File: src/rtl/ram8_arbiter_if.sv
// Request/response and RAM-side bus of the two-port ram8 arbiter.
interface ram8_arbiter_if #(
   parameter int unsigned AW = 3,
   parameter int unsigned DW = 8
);
   logic          req0_valid;
   logic          req0_we;
   logic [AW-1:0] req0_addr;
   logic [DW-1:0] req0_wdata;
   logic          req0_ready;
   logic          rsp0_valid;
   logic [DW-1:0] rsp0_rdata;

   logic          req1_valid;
   logic          req1_we;
   logic [AW-1:0] req1_addr;
   logic [DW-1:0] req1_wdata;
   logic          req1_ready;
   logic          rsp1_valid;
   logic [DW-1:0] rsp1_rdata;

   logic          ram_en;
   logic          ram_we;
   logic [AW-1:0] ram_a;
   logic [DW-1:0] ram_di;
   logic [DW-1:0] ram_do;

   // Requesters plus the RAM macro as seen from outside the arbiter
   modport master (
      output req0_valid, req0_we, req0_addr, req0_wdata,
      input  req0_ready, rsp0_valid, rsp0_rdata,
      output req1_valid, req1_we, req1_addr, req1_wdata,
      input  req1_ready, rsp1_valid, rsp1_rdata,
      input  ram_en, ram_we, ram_a, ram_di,
      output ram_do
   );

   // Arbiter side
   modport slave (
      input  req0_valid, req0_we, req0_addr, req0_wdata,
      output req0_ready, rsp0_valid, rsp0_rdata,
      input  req1_valid, req1_we, req1_addr, req1_wdata,
      output req1_ready, rsp1_valid, rsp1_rdata,
      output ram_en, ram_we, ram_a, ram_di,
      input  ram_do
   );
endinterface

File: src/rtl/ram8_arbiter.sv
// Two-port round-robin arbiter/sequencer for the shared 8x8 single-port RAM.
// Optional post-reset RAM clear: define RAM8_ARB_INIT_CLEAR_EN.
module ram8_arbiter #(
   parameter int unsigned AW = 3,
   parameter int unsigned DW = 8
) (
   input  logic              clk,
   input  logic              rst_n,
   ram8_arbiter_if.slave     bus,
   output logic              busy_o
);

   logic          run_c;
   logic          gnt0_c;
   logic          gnt1_c;
   logic          last_q;
   logic          rsp0_valid_q;
   logic          rsp1_valid_q;
   logic [DW-1:0] rsp0_rdata_q;
   logic [DW-1:0] rsp1_rdata_q;

`ifdef RAM8_ARB_INIT_CLEAR_EN
   typedef enum logic {ST_CLEAR, ST_RUN} state_e;

   state_e        state_q;
   logic [AW-1:0] clr_cnt_q;

   // Clear sequencer: walk every address once after reset, then run
   always_ff @(posedge clk or negedge rst_n) begin
      if (!rst_n) begin
         state_q   <= ST_CLEAR;
         clr_cnt_q <= '0;
      end else if (state_q == ST_CLEAR) begin
         clr_cnt_q <= clr_cnt_q + AW'(1);
         if (clr_cnt_q == AW'(7)) state_q <= ST_RUN;
      end
   end

   assign run_c  = rst_n & (state_q == ST_RUN);
   assign busy_o = (state_q == ST_CLEAR);
`else
   assign run_c  = rst_n;
   assign busy_o = 1'b0;
`endif

   // Round-robin grant: on a tie the requester that did not win last goes
   always_comb begin
      gnt0_c = 1'b0;
      gnt1_c = 1'b0;
      if (run_c) begin
         gnt0_c = bus.req0_valid & (~bus.req1_valid | last_q);
         gnt1_c = bus.req1_valid & (~bus.req0_valid | ~last_q);
      end
   end

   assign bus.req0_ready = gnt0_c;
   assign bus.req1_ready = gnt1_c;

   // RAM drive: winner's access in run, clear writes in clear, zero when idle
   always_comb begin
      bus.ram_en = 1'b0;
      bus.ram_we = 1'b0;
      bus.ram_a  = '0;
      bus.ram_di = '0;
      if (run_c) begin
         bus.ram_en = bus.req0_valid | bus.req1_valid;
         if (gnt0_c) begin
            bus.ram_we = bus.req0_we;
            bus.ram_a  = bus.req0_addr;
            bus.ram_di = bus.req0_wdata;
         end else if (gnt1_c) begin
            bus.ram_we = bus.req1_we;
            bus.ram_a  = bus.req1_addr;
            bus.ram_di = bus.req1_wdata;
         end
      end
`ifdef RAM8_ARB_INIT_CLEAR_EN
      else if (rst_n && state_q == ST_CLEAR) begin
         bus.ram_en = 1'b1;
         bus.ram_we = 1'b1;
         bus.ram_a  = clr_cnt_q;
      end
`endif
   end

   // Winner history and registered read responses
   always_ff @(posedge clk or negedge rst_n) begin
      if (!rst_n) begin
         last_q       <= 1'b1;
         rsp0_valid_q <= 1'b0;
         rsp1_valid_q <= 1'b0;
         rsp0_rdata_q <= '0;
         rsp1_rdata_q <= '0;
      end else begin
         if (gnt0_c)      last_q <= 1'b0;
         else if (gnt1_c) last_q <= 1'b1;
         rsp0_valid_q <= gnt0_c & ~bus.req0_we;
         rsp1_valid_q <= gnt1_c & ~bus.req1_we;
         if (gnt0_c && !bus.req0_we) rsp0_rdata_q <= bus.ram_do;
         if (gnt1_c && !bus.req1_we) rsp1_rdata_q <= bus.ram_do;
      end
   end

   assign bus.rsp0_valid = rsp0_valid_q;
   assign bus.rsp1_valid = rsp1_valid_q;
   assign bus.rsp0_rdata = rsp0_rdata_q;
   assign bus.rsp1_rdata = rsp1_rdata_q;

endmodule
File: src/flat_wrapper.sv
// flat-port wrapper written by rule: the top's interface ports become plain ports
module ram8_arbiter_flat 
#(
   parameter int unsigned AW = 3,
   parameter int unsigned DW = 8
)
  (clk, rst_n, busy_o, bus_req0_valid, bus_req0_we, bus_req0_addr, bus_req0_wdata, bus_req0_ready, bus_rsp0_valid, bus_rsp0_rdata, bus_req1_valid, bus_req1_we, bus_req1_addr, bus_req1_wdata, bus_req1_ready, bus_rsp1_valid, bus_rsp1_rdata, bus_ram_en, bus_ram_we, bus_ram_a, bus_ram_di, bus_ram_do);
  ram8_arbiter_if #(.AW(AW), .DW(DW)) bus_i ();
  input  logic clk;
  input  logic rst_n;
  output logic busy_o;
  input wire logic [$bits(bus_i.req0_valid)-1:0] bus_req0_valid;
  input wire logic [$bits(bus_i.req0_we)-1:0] bus_req0_we;
  input wire logic [$bits(bus_i.req0_addr)-1:0] bus_req0_addr;
  input wire logic [$bits(bus_i.req0_wdata)-1:0] bus_req0_wdata;
  output wire logic [$bits(bus_i.req0_ready)-1:0] bus_req0_ready;
  output wire logic [$bits(bus_i.rsp0_valid)-1:0] bus_rsp0_valid;
  output wire logic [$bits(bus_i.rsp0_rdata)-1:0] bus_rsp0_rdata;
  input wire logic [$bits(bus_i.req1_valid)-1:0] bus_req1_valid;
  input wire logic [$bits(bus_i.req1_we)-1:0] bus_req1_we;
  input wire logic [$bits(bus_i.req1_addr)-1:0] bus_req1_addr;
  input wire logic [$bits(bus_i.req1_wdata)-1:0] bus_req1_wdata;
  output wire logic [$bits(bus_i.req1_ready)-1:0] bus_req1_ready;
  output wire logic [$bits(bus_i.rsp1_valid)-1:0] bus_rsp1_valid;
  output wire logic [$bits(bus_i.rsp1_rdata)-1:0] bus_rsp1_rdata;
  output wire logic [$bits(bus_i.ram_en)-1:0] bus_ram_en;
  output wire logic [$bits(bus_i.ram_we)-1:0] bus_ram_we;
  output wire logic [$bits(bus_i.ram_a)-1:0] bus_ram_a;
  output wire logic [$bits(bus_i.ram_di)-1:0] bus_ram_di;
  input wire logic [$bits(bus_i.ram_do)-1:0] bus_ram_do;
  assign bus_i.req0_valid = bus_req0_valid;
  assign bus_i.req0_we = bus_req0_we;
  assign bus_i.req0_addr = bus_req0_addr;
  assign bus_i.req0_wdata = bus_req0_wdata;
  assign bus_req0_ready = bus_i.req0_ready;
  assign bus_rsp0_valid = bus_i.rsp0_valid;
  assign bus_rsp0_rdata = bus_i.rsp0_rdata;
  assign bus_i.req1_valid = bus_req1_valid;
  assign bus_i.req1_we = bus_req1_we;
  assign bus_i.req1_addr = bus_req1_addr;
  assign bus_i.req1_wdata = bus_req1_wdata;
  assign bus_req1_ready = bus_i.req1_ready;
  assign bus_rsp1_valid = bus_i.rsp1_valid;
  assign bus_rsp1_rdata = bus_i.rsp1_rdata;
  assign bus_ram_en = bus_i.ram_en;
  assign bus_ram_we = bus_i.ram_we;
  assign bus_ram_a = bus_i.ram_a;
  assign bus_ram_di = bus_i.ram_di;
  assign bus_i.ram_do = bus_ram_do;
  ram8_arbiter #(.AW(AW), .DW(DW)) u_core (.clk(clk), .rst_n(rst_n), .bus(bus_i), .busy_o(busy_o));
endmodule
File: config.mk
export PLATFORM = sky130hd
export DESIGN_NAME = ram8_arbiter_flat
export DESIGN_NICKNAME = d
export VERILOG_FILES = /design/src/rtl/ram8_arbiter_if.sv /design/src/rtl/ram8_arbiter.sv /design/src/flat_wrapper.sv
export SDC_FILE = /design/constraint.sdc
export NUM_CORES = 1
export LEC_CHECK = 0
export CAP_MARGIN = 20
export CORE_ASPECT_RATIO = 0.9
export CORE_MARGIN = 3
export CORE_UTILIZATION = 36
export DETAILED_ROUTE_END_ITERATION = 6
export PLACE_DENSITY = 0.83
export SLEW_MARGIN = 30
export SYNTH_ARGS = -nofsm -noshare
export SYNTH_HDL_FRONTEND = slang
export SYNTH_SLANG_ARGS = --single-unit
File: constraint.sdc
create_clock -name clk -period 4.3 [get_ports clk]
set_input_delay 0.43 -clock clk [delete_from_list [all_inputs] [get_ports clk]]
set_output_delay 0.43 -clock clk [all_outputs]
set_load 0.005 [all_outputs]
# [Word-level counts from Yosys, hierarchy flattened]
# Cells that the tools add are included.
[word_totals] ff_bits=19 input_bits=36 output_inout_bits=34 elab_cells=36
[op_classes] n_mux=14 n_bitwise=12 reduce_logical=5
[op_table] op="two-way mux 8 bit" count=3
[op_table] op="two-way mux 3 bit" count=3
[op_table] op="two-way mux 1 bit" count=8
[op_table] op="inverter 1 bit" count=5
[op_table] op="AND 1 bit" count=4
[op_table] op="OR 1 bit" count=3
[op_table] op="logical AND 1 bit" count=2
[op_table] op="logical NOT 1 bit" count=2
[op_table] op="nonzero test 2 bit" count=1

# [Logic depth before layout (Yosys ltp)]
[logic_depth] ltp_word=7 ltp_mapped=5 depth_no_buf=3

# [Worst setup path before layout]
# OpenSTA, ideal clock, no wires.
[synth_path] path_kind="input port to output port" from="input port bus_req0_valid" to="output port bus_ram_di[1]" t_arrival_ns=1.161 t_required_ns=3.870 setup_slack_ns=2.709 path_stages=4 n_path_buf=2 cell_sequence="buf_2 -> clkbuf_1 -> a32oi_1 -> nor2b_1"
[synth_between] elab_chain_cells=7 elab_cells_between_ends=9 classes_between="5 x mux; 4 x bitwise"
[synth_rtl] element="from (decl)" line="flat_wrapper.sv:12" text="input wire logic [$bits(bus_i.req0_valid)-1:0] bus_req0_valid;"
[synth_rtl] element="inverter 1 bit" line="ram8_arbiter.sv:52" text="gnt1_c = bus.req1_valid & (~bus.req0_valid | ~last_q);"
[synth_rtl] element="OR 1 bit" line="ram8_arbiter.sv:52"
[synth_rtl] element="AND 1 bit" line="ram8_arbiter.sv:52"
[synth_rtl] element="two-way mux 1 bit" line="ram8_arbiter.sv:50" text="if (run_c) begin"
[synth_rtl] element="two-way mux 8 bit" line="ram8_arbiter.sv:71" text="end else if (gnt1_c) begin"
[synth_rtl] element="two-way mux 8 bit *" line="ram8_arbiter.sv:67" text="if (gnt0_c) begin"
[synth_rtl] element="two-way mux 8 bit *" line="ram8_arbiter.sv:65" text="if (run_c) begin"
[synth_rtl] element="to (decl)" line="flat_wrapper.sv:29" text="output wire logic [$bits(bus_i.ram_di)-1:0] bus_ram_di;"
# Every way passes the cells marked *; elsewhere a longest branch is shown, timed or not.

# [Final worst setup path]
[layout_path] from="input port bus_req0_valid" to="output port bus_ram_di[2]"
# The elaborated chain is that of the path after synthesis.

==> qor.txt <==
status: completed
Root Driver: clkbuf_4
Final HPWL DP: 2170 um
PD cells: 328 nW/um2
placer congestion estimate: 0.724
largest net degree at the start of global routing: 21
Slew HR: 0.545
WL per Instance: 16.2 um
Post-Syn Nets: 113
dpl ws: 1310 ps
Syn-to-layout area delta: 73.4%
fin crit period: 3020 ps
vias: 897
cell area after layout: 1680 um2
share of post-route cells with drive strength above 1: 0.168
RSZ-0062 raised after global routing: no
hold depth: 1
H-tree depth: 1
Die X: 60.7 um
hold buffers post-CTS: 0
final count of negative-setup-slack endpoints: 0
drt drc: 0
most frequent cells in the layout: clkdlybuf4s50_1, dfrtp_1, mux2_2
Antenna Cells: 0
P_leak: 0.644 nW
first-pass GRT wire length: 4150 um
DRT Wirelength: 2780 um
MaxCap Viol Count: 0
# port buffers: 68
number of clock buffers inserted by TritonCTS: 3
drt pass-1 iters: 4
Setup WS post-layout: 1280 ps
total congestion overflow: 0
Core ar.: 2510 um2
number of gates resized after CTS: 0
Row Count: 17
Fin Setup TNS: 0 ps
fin nets: 180
worst min path class: reg -> reg
count of pins over their slew limit: 0
synthesized flop and latch total: 19
Routed Antenna Nets: 0
clock-pin slew on the worst setup and hold paths: 100 ps
WS Path Type: in -> out
CP startpoint kind: primary input
Final Skew: 4.53 ps
Post-CTS Setup Inserts: 0
post-synth top area cell: dfrtp_1
Cell Area, Synth: 970 um2
Mean Syn Cell Area: 12.6 um2
CTS tree: done
gr usage total: 0.158
Sink Count: 19
Syn. warnings: 0
Synth top area share: 0.465
Fmax: 331 MHz
placed standard-cell area: 1660 um2
Final period util: 0.702
Gate Count Post-Synth: 77
via-per-instance ratio: 5.25
Final Hold Violating Endpoints: 0
vias in the first global route: 941
Initial Utilization: 0.386
Seq/Total Area, Yosys: 0.492
peak supply drop: 0.214 mV
antenna violations before repair: 0
measured slew at the worst slew-check pin: 680 ps
Skew-Pair Late Insertion Delay: 290 ps
Req. time, crit path: 3870 ps
CTS Buffer Depth: 2
Cell variety after synth: 19
CP max FO: 19
most common cell after layout, fill and taps aside: clkdlybuf4s50_1
Worst EP arrival: 2590 ps
final total power: 0.551 mW
ranking of synthesized cells by area: dfrtp_1, mux2_2, a32oi_1
Top Ports: 70
total die area: 3350 um2
Initial DRC Count: 35
die height: 55.2 um
worst reg-to-reg path cell count: 3
Setup crit end kind: primary output
==> through the flow <==
step	hold WS [ps]	instances	util
after floorplan	134	77	-
after CTS	516	171	0.670
after global placement	488	167	0.660
after global routing	544	171	0.670
after detailed placement	492	167	0.660
final	506	171	0.670
==> power breakdown <==
group	internal, mW	switching, mW	total, mW	leakage, nW
registers	0.221	0.0240	0.245	0.228
clock network	0.0361	0.0512	0.0873	0.0150
logic	0.152	0.0670	0.219	0.401
total	0.409	0.142	0.551	0.644
==> final timing paths <==
kind / start / endpoint / slack [ps]
worst max-delay path: bus_req0_valid / bus_ram_di[2] / 1280
worst min-delay path: u_core.bus.rsp0_rdata[2]$_DFFE_PN0P_ / u_core.bus.rsp0_rdata[2]$_DFFE_PN0P_ / 510
worst max register to register: u_core.last_q$_DFFE_PN1P_ / u_core.bus.rsp0_rdata[3]$_DFFE_PN0P_ / 2440
worst min register to register: u_core.bus.rsp0_rdata[2]$_DFFE_PN0P_ / u_core.bus.rsp0_rdata[2]$_DFFE_PN0P_ / 510
max in group asynchronous: rst_n / u_core.last_q$_DFFE_PN1P_ / 3120
min in group asynchronous: rst_n / u_core.bus.rsp1_rdata[2]$_DFFE_PN0P_ / 920
==> logic make-up (layout without fill, tap and decap cells) <==
kind of cell / after synthesis / count (layout) / share of synthesized area
AND/OR/NAND/NOR: 16 / 16 / 0.115
multiplexers: 16 / 16 / 0.186
other: 1 / 1 / 0.00387
flip-flops: 19 / 19 / 0.492
buffers and inverters: 7 / 73 / 0.0387
AO/OA/AOI/OAI: 18 / 18 / 0.165
==> sequential cells by signal (all words and copies together), names as in the netlist <==
register               count
u_core.bus.rsp0_valid      1
u_core.last_q              1
u_core.bus.rsp0_rdata      8
u_core.bus.rsp1_valid      1
u_core.bus.rsp1_rdata      8
==> critical path, cell delays in order <==
cell	delay, ps
clkdlybuf4s50_1	760
a21boi_2	600
a32oi_1	120
nor2b_1	140
clkdlybuf4s50_1	520
==> cells in the mapped netlist (all sizes together) <==
cell    number
a211oi       1
a21boi       1
a21oi        2
a31oi        1
a32oi       12
and3         1
and4b        1
buf          5
clkbuf       2
conb         1
dfrtp       18
dfstp        1
mux2        16
nand2        1
nand2b       1
nor2b       12
o21a         1
==> per-layer routing <==
layer,up-vias,global-route usage,part of all wire
li1,417,-,-
met1,419,0.186,0.40
met2,59,0.269,0.45
met3,2,0.0584,0.14
met4,0,0.0372,0.0043
met5,-,0,0
==> area by class of cell <==
| cell class | count | area (um2) |
|---|---|---|
| Multi-Input combinational cell | 51 | 455 |
| Clock buffer | 4 | 26.3 |
| Fill cell | 205 | 828 |
| Timing Repair Buffer | 69 | 688 |
| Tap cell | 28 | 35.0 |
| Sequential cell | 19 | 477 |
No activity file was read; power rests on OpenSTA's default activity.
